## config.mk

```make
export PLATFORM = sky130hd
export DESIGN_NAME = sample_frame_buffer
export DESIGN_NICKNAME = d
export VERILOG_FILES = /design/src/rtl/veritune_pkg.sv /design/src/rtl/sample_shift_reg.sv /design/src/rtl/sample_frame_buffer.sv
export SDC_FILE = /design/constraint.sdc
export NUM_CORES = 1
export LEC_CHECK = 0
export CAP_MARGIN = 20
export CORE_MARGIN = 3
export CORE_UTILIZATION = 40
export DETAILED_ROUTE_END_ITERATION = 12
export HOLD_SLACK_MARGIN = 0.1
export PLACE_DENSITY = 0.69
export SLEW_MARGIN = 15
export SYNTH_ARGS = -nofsm -noshare
export SYNTH_HDL_FRONTEND = slang
export SYNTH_SLANG_ARGS = --single-unit
```

## constraint.sdc

```tcl
create_clock -name Clk -period 13.55 [get_ports Clk]
set_input_delay 2.0325 -clock Clk [delete_from_list [all_inputs] [get_ports Clk]]
set_output_delay 2.0325 -clock Clk [all_outputs]
set_load 0.03 [all_outputs]
```

## src/rtl/veritune_pkg.sv

```systemverilog
// Shared definitions for the audio front end: sample width, FFT frame size,
// and the frame buffer control states.
package veritune_pkg;

   localparam int SAMPLE_W = 16;
   localparam int FFT_N    = 8;

   typedef enum logic [1:0] {
      S_PRIME = 2'd0,
      S_HOP   = 2'd1,
      S_FULL  = 2'd2
   } state_t;

endpackage

```

## src/rtl/sample_shift_reg.sv

```systemverilog
// Eight-entry sample window; each shift moves entries toward w[0] and
// writes the new sample into w[7].
module sample_shift_reg #(
   parameter int SAMPLE_W = 16
) (
   input  logic                Clk,
   input  logic                Rst_n,
   input  logic                clear,
   input  logic                shift_en,
   input  logic [SAMPLE_W-1:0] din,
   output logic [SAMPLE_W-1:0] w [0:7]
);

   always_ff @(posedge Clk) begin
      if (!Rst_n || clear) begin
         for (int i = 0; i < 8; i++) w[i] <= '0;
      end else if (shift_en) begin
         for (int i = 0; i < 7; i++) w[i] <= w[i+1];
         w[7] <= din;
      end
   end

endmodule

```

## src/rtl/sample_frame_buffer.sv

```systemverilog
// Collects streamed ADC samples into 8-sample frames for the FFT8 stage,
// with optional 50% overlap (HOP = 4) and a single registered output slot.
module sample_frame_buffer #(
   parameter int SAMPLE_W = veritune_pkg::SAMPLE_W,
   parameter int HOP      = 8
) (
   input  logic                Clk,
   input  logic                Rst_n,
   input  logic [SAMPLE_W-1:0] In_Data,
   input  logic                In_Valid,
   output logic                In_Ready,
   input  logic                Flush,
   output logic [SAMPLE_W-1:0] X0,
   output logic [SAMPLE_W-1:0] X1,
   output logic [SAMPLE_W-1:0] X2,
   output logic [SAMPLE_W-1:0] X3,
   output logic [SAMPLE_W-1:0] X4,
   output logic [SAMPLE_W-1:0] X5,
   output logic [SAMPLE_W-1:0] X6,
   output logic [SAMPLE_W-1:0] X7,
   output logic                Frame_Valid,
   input  logic                Frame_Ready,
   output logic [7:0]          Frame_Cnt
);

   import veritune_pkg::*;

   state_t              state;
   logic [3:0]          cnt;
   logic [3:0]          thr;
   logic [3:0]          cnt_inc;
   logic                accept;
   logic                slot_free;
   logic                shift_en;
   logic [SAMPLE_W-1:0] w [0:FFT_N-1];
   logic [SAMPLE_W-1:0] x [0:FFT_N-1];

   assign In_Ready  = Rst_n && (state != S_FULL);
   assign accept    = In_Valid && In_Ready;
   assign slot_free = !Frame_Valid || Frame_Ready;
   // A flush on the same edge as an accept discards that sample.
   assign shift_en  = accept && !Flush;
   assign thr       = (state == S_PRIME) ? 4'(FFT_N) : 4'(HOP);
   assign cnt_inc   = (cnt >= thr) ? thr : cnt + 4'd1;

   sample_shift_reg #(
      .SAMPLE_W (SAMPLE_W)
   ) u_window (
      .Clk      (Clk),
      .Rst_n    (Rst_n),
      .clear    (Flush),
      .shift_en (shift_en),
      .din      (In_Data),
      .w        (w)
   );

   always_ff @(posedge Clk) begin
      if (!Rst_n) begin
         state       <= S_PRIME;
         cnt         <= '0;
         Frame_Valid <= 1'b0;
         Frame_Cnt   <= '0;
         for (int i = 0; i < FFT_N; i++) x[i] <= '0;
      end else begin
         if (Frame_Valid && Frame_Ready) Frame_Valid <= 1'b0;
         // Flush never retracts a presented frame; it only drops the window.
         if (Flush) begin
            state <= S_PRIME;
            cnt   <= '0;
         end else begin
            case (state)
               S_PRIME, S_HOP: begin
                  if (accept) begin
                     cnt <= cnt_inc;
                     if (cnt_inc == thr) state <= S_FULL;
                  end
               end
               S_FULL: begin
                  if (slot_free) begin
                     for (int i = 0; i < FFT_N; i++) x[i] <= w[i];
                     Frame_Valid <= 1'b1;
                     Frame_Cnt   <= Frame_Cnt + 8'd1;
                     cnt         <= '0;
                     state       <= S_HOP;
                  end
               end
               default: state <= S_PRIME;
            endcase
         end
      end
   end

   assign X0 = x[0];
   assign X1 = x[1];
   assign X2 = x[2];
   assign X3 = x[3];
   assign X4 = x[4];
   assign X5 = x[5];
   assign X6 = x[6];
   assign X7 = x[7];

endmodule

```

==> flow_summary_export.csv <==
group,metric,value,unit
critical_path,crit_chain,"clkdlybuf4s50_1, buf_4, inv_1, nor2_1, clkdlybuf4s50_1",
synthesis,synth_top_area_share,37.0,%
min_path,hp-class,"reg2reg",
critical_path,cpMaxStageDelayCell,"clkdlybuf4s50_1",
synthesis,synth-simple-area-share,16.5,%
clock_network,clock_latency,530,ps
final_layout,multi_input_area,3260,um2
timing,finalHoldViolCount,0,
synthesis,seq_area_frac_synth,64.5,%
synthesis,synthXorXnorAreaFrac,0,%
critical_path,cp_top_family,"buffers and inverters",
timing,slew_headroom,27.1,%
global_routing,grt_overflow,0,
outcome,run_status,"finished, final reports clean",
global_routing,met1_usage,25.2,%
clock_network,cts_setup_buffers,0,
placement,port-buffer-count,158,
timing,rsz0062_at_grt,"false",
timing,period_minus_slack,5950,ps
final_layout,antenna_cells,0,
clock_network,numCtsBuffers,28,
die,core_area,25400,um2
final_layout,final_common_cell,"clkdlybuf4s50_1",
die,ios,159,
clock_network,clk_pin_slew,60,ps
synthesis,netlist_area,10400,um2
synthesis,async_flop_share,0,%
job,max_cap_viol_count,0,
synthesis,synth_nets,976,
synthesis,synthTopCellsByArea,"edfxtp_1 37%, dfxtp_1 28%, and2_1 7.8%",
clock_network,htreeDepth,1,
clock_network,root_buffer,"clkbuf_16",
timing,drv_slew,0,
synthesis,synth_top_family_by_area,"simple AND/OR/NAND/NOR gates",
timing,finalClockSkew,18.0,ps
global_routing,antenna_found_initial,0,
critical_path,cp_max_fo,48,
global_routing,grt_util_met2,26.8,%
power_and_ir_drop,total_power,0.00174,W
critical_path,cpMostUsedCell,"clkdlybuf4s50_1",
synthesis,synth_warnings,0,
synthesis,synth_top_cell_by_area,"edfxtp_1",
critical_path,critical_path_buf_inv_count,4,
die,die_w,167,um
routing,routed-via-count,7502,
critical_path,required,11520,ps
routing,ant_nets,0,
die,initial_core_util,40.9,%
clock_network,clk_path_buf_depth,3,
power_and_ir_drop,peakVddDrop,0.0867,mV
synthesis,synth.distinct_cells,36,
timing,fmax,168,MHz
clock_network,clock-sinks,271,
critical_path,cp-start-kind,"input pin",
die,die_h,167,um
synthesis,synth_cells,952,
routing,wirelength,24600,um
synthesis,syn_avg_cell_area,10.9,um2
timing,setup_viol,0,
critical_path,critPathMaxStageDelay,680,ps
die,rows,58,
power_and_ir_drop,power_density,134,nW/um2
synthesis,synthMuxAreaShare,0.481,%
die,design.die.area,28000,um2
timing,fin_crit_sh,43.9,%
final_layout,drive_gt1_share,5.10,%
final_layout,fill_cells,2289,
power_and_ir_drop,leakage,4.25,nW
clock_network,ctsResizeCount,0,
routing,route.detailed.drc,0,
final_layout,final_cell_mix,"158 x clkdlybuf4s50_1, 143 x dfxtp_1, 137 x a21oi_1",
clock_network,cts-hold-fix-buffers,0,
placement,dp_hpwl,14400,um
global_routing,grt_max_degree,128,
final_layout,regArea,6710,um2
critical_path,critical_path_arrival,3920,ps
global_routing,grt_pass1_vias,7255,
critical_path,endpoint_kind,"output port",
synthesis,yosys.area_share.adder,0.361,%
timing,fin_setup_tns,0,ps
global_routing,top_usage_layer,"met2",
final_layout,nets,1081,
global_routing,grt_pass1_wl,39800,um
routing,vias_per_cell,5.33,
critical_path,worstSetupPathType,"in2out",
synthesis,synth-seq-cells,271,
routing,drt_iter0_drc,629,
synthesis,synth_ff_type,"dfxtp_1",
timing,worst_pin_slew,1090,ps
clock_network,cts_tree,"yes",
routing,drtPass1Iterations,5,
synthesis,synth_edf_count,128,
final_layout,area_delta_synth_final,24.8,%
routing,routedWlPerCell,17.4,um
global_routing,gr-usage-all-layers,17.1,%
placement,gp_congestion,0.802,
global_routing,grt_use_met3,3.14,%
synthesis,synth_compound_area_share,13.7,%
[synth_stat cells (5+ instances only)]
cell type	count
and2_1	129
a21oi_1	137
clkbuf_1	54
edfxtp_1	128
nand2b_1	9
mux2i_1	5
o21ai_0	130
nand3_1	131
buf_2	25
dfxtp_1	143
nand2_1	7
buf_6	7
[sequential cells by signal (all words and copies together) (netlist names)]
name,cells
u_window.w,128
x,128
Frame_Cnt,8
state,2
Frame_Valid,1
cnt,4
[where the power goes]
group | internal, W | switching, W
registers | 0.000871 | 0.00000682
logic | 0.0000323 | 0.0000662
clock network | 0.000465 | 0.000300
total | 0.00137 | 0.000373
[layout make-up]
| cell class | instances | share of cell area, % |
|---|---|---|
| flip-flops and latches | 271 | 51.7 |
| multi-input cells | 584 | 25.1 |
| repair buffers | 168 | 12.8 |
| clock buffers | 43 | 6.23 |
| well taps | 330 | 3.18 |
| clock inverters | 8 | 0.868 |
| inverters | 4 | 0.116 |
[logic make-up (layout without fill, tap and decap cells)]
group,after synthesis,count (layout)
compound gates,277,277
fa+ha+maj,3,3
buf+inv,97,223
flops,271,271
mux,5,5
simple gates,299,299
[worst paths after layout]
check             slack (ps)                      start                         to  depth (start not counted)
setup / recovery        7600                      Rst_n                   In_Ready                          5
hold / removal           470  Frame_Cnt[7]$_SDFFE_PN0P_  Frame_Cnt[7]$_SDFFE_PN0P_                          2
setup reg to reg       10830      state[1]$_SDFFE_PP0P_      x[1][9]$_SDFFCE_PN0P_                          4
hold reg to reg          470  Frame_Cnt[7]$_SDFFE_PN0P_  Frame_Cnt[7]$_SDFFE_PN0P_                          2
[tightest hold or removal path, delay by kind of cell (launching register included)]
family        cells  cell delay, ps
flops             1             310
mux               1              60
simple gates      1              50
[stage by stage]
stage          util [%]  worst slack [ps]  std cells  hold slack (ps)  area, um2
3_3_place_gp       47.4              7590       1357              460      12000
2_1_floorplan         -              1410        952              449      10400
3_5_place_dp       47.4              7590       1357              463      12000
5_1_grt            51.1              7510       1408              498      13000
6_report           51.1              7600       1408              472      13000
4_1_cts            51.1              7580       1408              471      13000
[layer usage]
metal  up-vias  share of wire (%)
met5         -                  0
met4         0                1.5
met3        24                6.6
met2       270                 46
met1      3594                 45
li1       3614                  -
Note: power is estimated with default switching activity, not from simulation.
